==> src/rtl/paralelo_serial_if.sv <==
// Parallel word in / 2-bit serial symbol out for the PHY transmit serialiser.
// The mux stage drives the master side and the serialiser is the slave.
interface paralelo_serial_if;
  logic [8:0] inParalelo;
  logic       in_ready;
  logic [1:0] serial;
  logic       tx_active;
  logic       err_bc;

  modport master (output inParalelo, input in_ready, serial, tx_active, err_bc);
  modport slave  (input inParalelo, output in_ready, serial, tx_active, err_bc);
endinterface

==> src/rtl/paralelo_serial.sv <==
// Serialises {valid, data[7:0]} words into four 2-bit symbols, MSB pair first.
// A comma preamble follows reset, and commas fill every frame that carries no valid word.
module paralelo_serial #(
  parameter logic [7:0] COMMA       = 8'hBC,
  parameter int         PREAMBLE_BC = 4
) (
  input logic             clk16,
  input logic             reset16,
  paralelo_serial_if.slave bus
);
  localparam logic [3:0] PB_LAST = 4'(PREAMBLE_BC - 1);
  localparam logic [3:0] PB_SAT  = 4'(PREAMBLE_BC);

  logic [1:0] phase_q, phase_d;
  logic [7:0] byte_q, byte_d;
  logic [3:0] cnt_q, cnt_d;
  logic       tx_active_q, tx_active_d;
  logic       err_bc_q, err_bc_d;
  logic [1:0] serial_q, serial_d;
  logic       in_ready;

  function automatic logic [1:0] pick(input logic [7:0] b, input logic [1:0] p);
    case (p)
      2'd0:    pick = b[7:6];
      2'd1:    pick = b[5:4];
      2'd2:    pick = b[3:2];
      default: pick = b[1:0];
    endcase
  endfunction

  assign in_ready = tx_active_q && (phase_q == 2'd3);

  always_comb begin
    phase_d     = phase_q + 2'd1;
    byte_d      = byte_q;
    cnt_d       = cnt_q;
    tx_active_d = tx_active_q;
    err_bc_d    = 1'b0;
    // raise one cycle early so in_ready already covers the last preamble phase
    if (phase_q == 2'd2 && cnt_q == PB_LAST) tx_active_d = 1'b1;
    if (phase_q == 2'd3) begin
      if (cnt_q != PB_SAT) cnt_d = cnt_q + 4'd1;
      byte_d = COMMA;
      if (in_ready && bus.inParalelo[8]) begin
        byte_d   = bus.inParalelo[7:0];
        err_bc_d = (bus.inParalelo[7:0] == COMMA);
      end
    end
    serial_d = pick(byte_d, phase_d);
  end

  always_ff @(posedge clk16) begin
    if (reset16) begin
      phase_q     <= 2'd0;
      byte_q      <= COMMA;
      cnt_q       <= 4'd0;
      tx_active_q <= 1'b0;
      err_bc_q    <= 1'b0;
      serial_q    <= COMMA[7:6];
    end else begin
      phase_q     <= phase_d;
      byte_q      <= byte_d;
      cnt_q       <= cnt_d;
      tx_active_q <= tx_active_d;
      err_bc_q    <= err_bc_d;
      serial_q    <= serial_d;
    end
  end

  assign bus.in_ready  = in_ready;
  assign bus.serial    = serial_q;
  assign bus.tx_active = tx_active_q;
  assign bus.err_bc    = err_bc_q;
endmodule

==> src/flat_wrapper.sv <==
// flat-port wrapper written by rule: the top's interface ports become plain ports
module paralelo_serial_flat 
#(
  parameter logic [7:0] COMMA       = 8'hBC,
  parameter int         PREAMBLE_BC = 4
)
  (clk16, reset16, bus_inParalelo, bus_in_ready, bus_serial, bus_tx_active, bus_err_bc);
  paralelo_serial_if bus_i ();
  input logic clk16;
  input logic reset16;
  input wire logic [$bits(bus_i.inParalelo)-1:0] bus_inParalelo;
  output wire logic [$bits(bus_i.in_ready)-1:0] bus_in_ready;
  output wire logic [$bits(bus_i.serial)-1:0] bus_serial;
  output wire logic [$bits(bus_i.tx_active)-1:0] bus_tx_active;
  output wire logic [$bits(bus_i.err_bc)-1:0] bus_err_bc;
  assign bus_i.inParalelo = bus_inParalelo;
  assign bus_in_ready = bus_i.in_ready;
  assign bus_serial = bus_i.serial;
  assign bus_tx_active = bus_i.tx_active;
  assign bus_err_bc = bus_i.err_bc;
  paralelo_serial #(.COMMA(COMMA), .PREAMBLE_BC(PREAMBLE_BC)) u_core (.clk16(clk16), .reset16(reset16), .bus(bus_i));
endmodule
==> config.mk <==
export PLATFORM = sky130hd
export DESIGN_NAME = paralelo_serial_flat
export DESIGN_NICKNAME = d
export VERILOG_FILES = /design/src/rtl/paralelo_serial_if.sv /design/src/rtl/paralelo_serial.sv /design/src/flat_wrapper.sv
export SDC_FILE = /design/constraint.sdc
export NUM_CORES = 1
export LEC_CHECK = 0
export ABC_AREA = 1
export CAP_MARGIN = 20
export CORE_UTILIZATION = 50
export CTS_CLUSTER_DIAMETER = 30
export DETAILED_ROUTE_END_ITERATION = 6
export GPL_TIMING_DRIVEN = 0
export PLACE_DENSITY = 0.76
export SLEW_MARGIN = 30
export SYNTH_ARGS = -nofsm -noshare
export SYNTH_HDL_FRONTEND = slang
export SYNTH_SLANG_ARGS = --single-unit
==> constraint.sdc <==
create_clock -name clk16 -period 1.95 [get_ports clk16]
set_clock_uncertainty 0.15 [all_clocks]
set_input_delay 0.39 -clock clk16 [delete_from_list [all_inputs] [get_ports clk16]]
set_output_delay 0.39 -clock clk16 [all_outputs]
set_load 0.05 [all_outputs]
# After elaboration in Yosys (flattened, before gate mapping)
# Cells that the tools add are included.
dict set report word_totals {
  reg_bits 18
  input_bits 11
  out_inout_bits 5
  elab_cells 26
}
dict set report op_classes {
  n_addsub 2
  n_eq_ne 7
  muxes 3
  bitwise_logic 2
  reduce_logical 6
}
# operator n
set ops {}
lappend ops {{$mux 8} 2}
lappend ops {{$eq 8x8->1 const B} 1}
lappend ops {{$eq 2x2->1 const B} 3}
lappend ops {{$pmux 2 s3} 1}
lappend ops {{$add 4x1->4 const B} 1}
lappend ops {{$eq 4x2->1 const B} 1}
lappend ops {{$ne 4x3->1 const B} 1}
lappend ops {{$logic_and 1x1->1} 3}
lappend ops {{$reduce_or 3->1} 1}
lappend ops {{$add 2x1->2 const B} 1}
lappend ops {{$eq 2x1->1 const B} 1}
lappend ops {{$logic_not 2->1} 1}
lappend ops {{$not 1->1} 2}
lappend ops {{$reduce_and 2->1} 1}

# Depth between registers and ports, before layout
dict set report logic_depth {
  ltp_word 6
  ltp_mapped 9
  ltp_nobuf 8
}

# Worst setup path after synthesis
# No wires, ideal clock.
dict set report synth_path {
  kind {register -> output}
  from {register u_core.tx_active_q (netlist: u_core.bus.tx_active)}
  to {output port bus_in_ready}
  t_arrival_ps 1210
  required_ps 1410
  path_slack_ps 200
  stages_incl_launch_ff 3
  n_path_buf 0
  path_cell_list {dfxtp_1 nand2_2 inv_1}
}
dict set report synth_between {
  elab_chain_cells 1
}
# item line
set synth_lines {}
lappend synth_lines {{start: declaration} paralelo_serial.sv:17} ;# logic tx_active_q, tx_active_d;
lappend synth_lines {{start signal: assignment} paralelo_serial.sv:64} ;# tx_active_q <= tx_active_d;
lappend synth_lines {{$logic_and 1x1->1} paralelo_serial.sv:31} ;# assign in_ready = tx_active_q && (phase_q == 2'd3);
lappend synth_lines {{end: declaration} flat_wrapper.sv:12} ;# output wire logic [$bits(bus_i.in_ready)-1:0] bus_in_ready;
# No other way between the ends.

# Worst setup path in the final report
dict set report layout_path {
  from {register u_core.tx_active_q (netlist: u_core.bus.tx_active)}
  to {output port bus_tx_active}
}
# item line
set layout_rtl {}
lappend layout_rtl {{end: declaration} flat_wrapper.sv:14} ;# output wire logic [$bits(bus_i.tx_active)-1:0] bus_tx_active;
# No word-level cell between the ends.

==> results.tsv <==
stage	metric	value	unit
worst_setup_path	r2r_cells	7	
pwr	total_power	0.729	mW
clocking	holdBufCountCts	0	
pwr	combPwrFrac	15.4	%
status	status	finished clean	
hold_path	hold_path_class	input pin to register	
timing	fin_crit_sh	96.6	%
timing	max_freq	531	MHz
worst_setup_path	cp_slowest_stage_delay	0.57	ns
timing	fin_hold_ws	0.220	ns
pwr	p_sw	0.191	mW
clocking	cts_buffers	3	
pwr	p_int	0.538	mW
final_layout	post_route_cells_drive_above_1_share	15.3	%
worst_setup_path	cp-start-kind	register	
timing	final_hold_viol_count	0	
clocking	insertion_delay	0.29	ns
worst_setup_path	end_kind	primary output	
global_routing	grt_max_degree	11	
global_routing	grt_overflow_total	0	
clocking	clk_path_buf_depth	2	
final_layout	final_cell_mix	nand2_1, inv_1, dfxtp_1	
timing	slew_viol_final	0	
synthesis	ys_warn_count	0	
worst_setup_path	cp_max_fo	8	
timing	min_period	1.88	ns
floorplan	dieArea	2000	sq um
timing	worstMarginPinSlew	0.493	ns
pwr	p_per_area	653	nW/um^2
pwr	power.share.clock	31.5	%
final_layout	final_common_cell	nand2_1	
synthesis	ys_ff_latch	18	
detailed_routing	route.detailed.drc	0	
global_routing	grt_pass1_wl	2.90	mm
floorplan	initial_core_util	52.9	%
floorplan	die_h	44.7	microns
worst_setup_path	regToRegStartpoint	u_core.phase_q[0]$_SDFF_PP0_	
placement	post_dp_cell_area	1080	sq um
final_layout	area_growth	22.2	%
timing	finalSetupViolations	0	
synthesis	synthCells	119	
final_layout	n_antenna_cell	0	
final_layout	num-nets-final	156	
worst_setup_path	criticalPathCategory	register to primary output	
global_routing	track_usage	19.9	%
floorplan	die_x	44.7	microns
worst_setup_path	critical_path_cell_count	1	
worst_setup_path	crit_family	buffers and inverters	
floorplan	rows	15	
synthesis	synth_nets	137	
global_routing	grt_pass1_vias	744	
pwr	p_leak	0.524	nW
detailed_routing	via_per_inst	4.82	
detailed_routing	post_drt_wl_per_cell	10.9	microns
pwr	p_seq_share	53.0	%
placement	dp_hpwl	1.37	mm
clocking	root_buffer	clkbuf_4	
hold_path	min_from	reset16	
clocking	cts.clk_slew.worst_paths	0.10	ns
pwr	sw_frac_of_total	26.2	%
synthesis	synth.avg_cell_area	7.68	sq um
synthesis	ys_types	23	
clocking	cts_sinks	18	
pwr	peakVddDrop	437	uV
worst_setup_path	worstPathArrival	1.34	ns
detailed_routing	ant_nets	0	
placement	gp_congestion	0.724	
timing	rsz0062_at_grt	false	
floorplan	ios	16	
hold_path	whs_path_depth	2	
detailed_routing	drt_iter0_markers	9	
clocking	post_cts_buffers	0	
clocking	cts_htree_levels	1	
worst_setup_path	critical_path.cell_chain	dlygate4sd2_1	
clocking	cts_tree	yes	
worst_setup_path	critPathBufInv	1	
worst_setup_path	setup.worst_path.start	u_core.bus.tx_active$_SDFFE_PP0P_	
timing	tns	0	ns
final_layout	final_cell_area	1120	sq um
placement	io_buffers	14	
detailed_routing	vias	781	
global_routing	antenna_found_initial	0	
timing	maxSlewHeadroom	67.2	%
synthesis	yosysSeqAreaShare	39.5	%
synthesis	syn_area	913	sq um
run	maxCapViolations	0	
detailed_routing	drtPass1Iterations	4	
floorplan	core	1730	sq um
worst_setup_path	cp_slowest_cell	dlygate4sd2_1	
worst_setup_path	critical_path_required	1.41	ns
detailed_routing	routed_wl	1.76	mm
==> layout make-up <==
cell class / count / area (sq um)
Fill cell: 168 / 611
Timing Repair Buffer: 14 / 133
Buffer: 2 / 16.3
Clock buffer: 4 / 36.3
Tap cell: 25 / 31.3
Sequential cell: 18 / 360
Inverter: 19 / 71.3
Multi-Input combinational cell: 80 / 468
==> kinds of logic after synthesis <==
kind of cell,Yosys count,synth area share (%)
AO/OA/AOI/OAI,12,7.12
XOR/XNOR,1,0.959
buffers and inverters,21,9.59
adder cells (fa/ha/maj),7,9.59
flip-flops,18,39.5
AND/OR/NAND/NOR,60,33.3
==> cell usage after synthesis <==
cell,instances,area [sq um]
or2_1,2,12.5
nand4_1,5,31.3
dfxtp_1,18,360
o21ai_2,1,8.76
a31oi_1,1,6.26
nand2_1,24,90.1
clkinv_1,1,3.75
nor2_1,8,30.0
a21oi_1,7,35.0
nor2_2,1,6.26
nor4_1,1,6.26
nor2_4,1,11.3
nand3_2,3,30.0
buf_6,1,11.3
buf_2,1,5.00
or2_2,2,12.5
nand2_2,4,25.0
nand3_1,8,40.0
o21ai_0,3,15.0
or2_4,1,8.76
inv_1,18,67.6
xor2_1,1,8.76
ha_1,7,87.6
==> flip-flops by register name, summed over array words and instances (netlist names) <==
| register | flops |
|---|---|
| u_core.byte_q | 8 |
| u_core.bus.serial | 2 |
| u_core.phase_q | 2 |
| u_core.bus.err_bc | 1 |
| u_core.cnt_q | 4 |
| u_core.bus.tx_active | 1 |
==> metrics by stage <==
step / util [%] / cells / worst slack [ns]
final: 64.6 / 162 / 0.0654
after detailed placement: 62.8 / 158 / -0.223
after floorplan: - / 119 / 0.200
after global placement: 62.8 / 158 / -0.179
after global routing: 64.6 / 162 / 0.0206
after CTS: 64.5 / 162 / 0.0506
==> routing by layer <==
metal | GRT usage [%] | up-vias | wire length [microns]
met5 | 0 | - | 0
met4 | 9.09 | 0 | 25
met3 | 2.40 | 4 | 58
met2 | 38.5 | 17 | 847
met1 | 21.3 | 347 | 827
li1 | - | 413 | -
==> path summary, 6_finish.rpt <==
check	end	slack [ns]
min reg2reg	u_core.byte_q[1]$_SDFF_PP0_	0.33
max reg2reg	u_core.bus.serial[1]$_SDFF_PP1_	0.42
max	bus_tx_active	0.07
min	u_core.cnt_q[3]$_SDFFE_PP0P_	0.22
==> power groups by stage <==
stage / logic (mW) / clock network (mW) / registers (mW)
2_1_floorplan: 0.0551 / 0 / 0.412
3_3_place_gp: 0.115 / 0 / 0.394
3_5_place_dp: 0.116 / 0 / 0.396
4_1_cts: 0.114 / 0.239 / 0.387
5_1_grt: 0.125 / 0.251 / 0.388
6_report: 0.113 / 0.230 / 0.387
==> timing repair <==
action | in CTS | in global routing
endpoints found under the hold margin | 0 | 0
gates resized for setup | 10 | 1
setup endpoints to repair | 5 | 1
No activity file was read; power rests on OpenSTA's default activity.
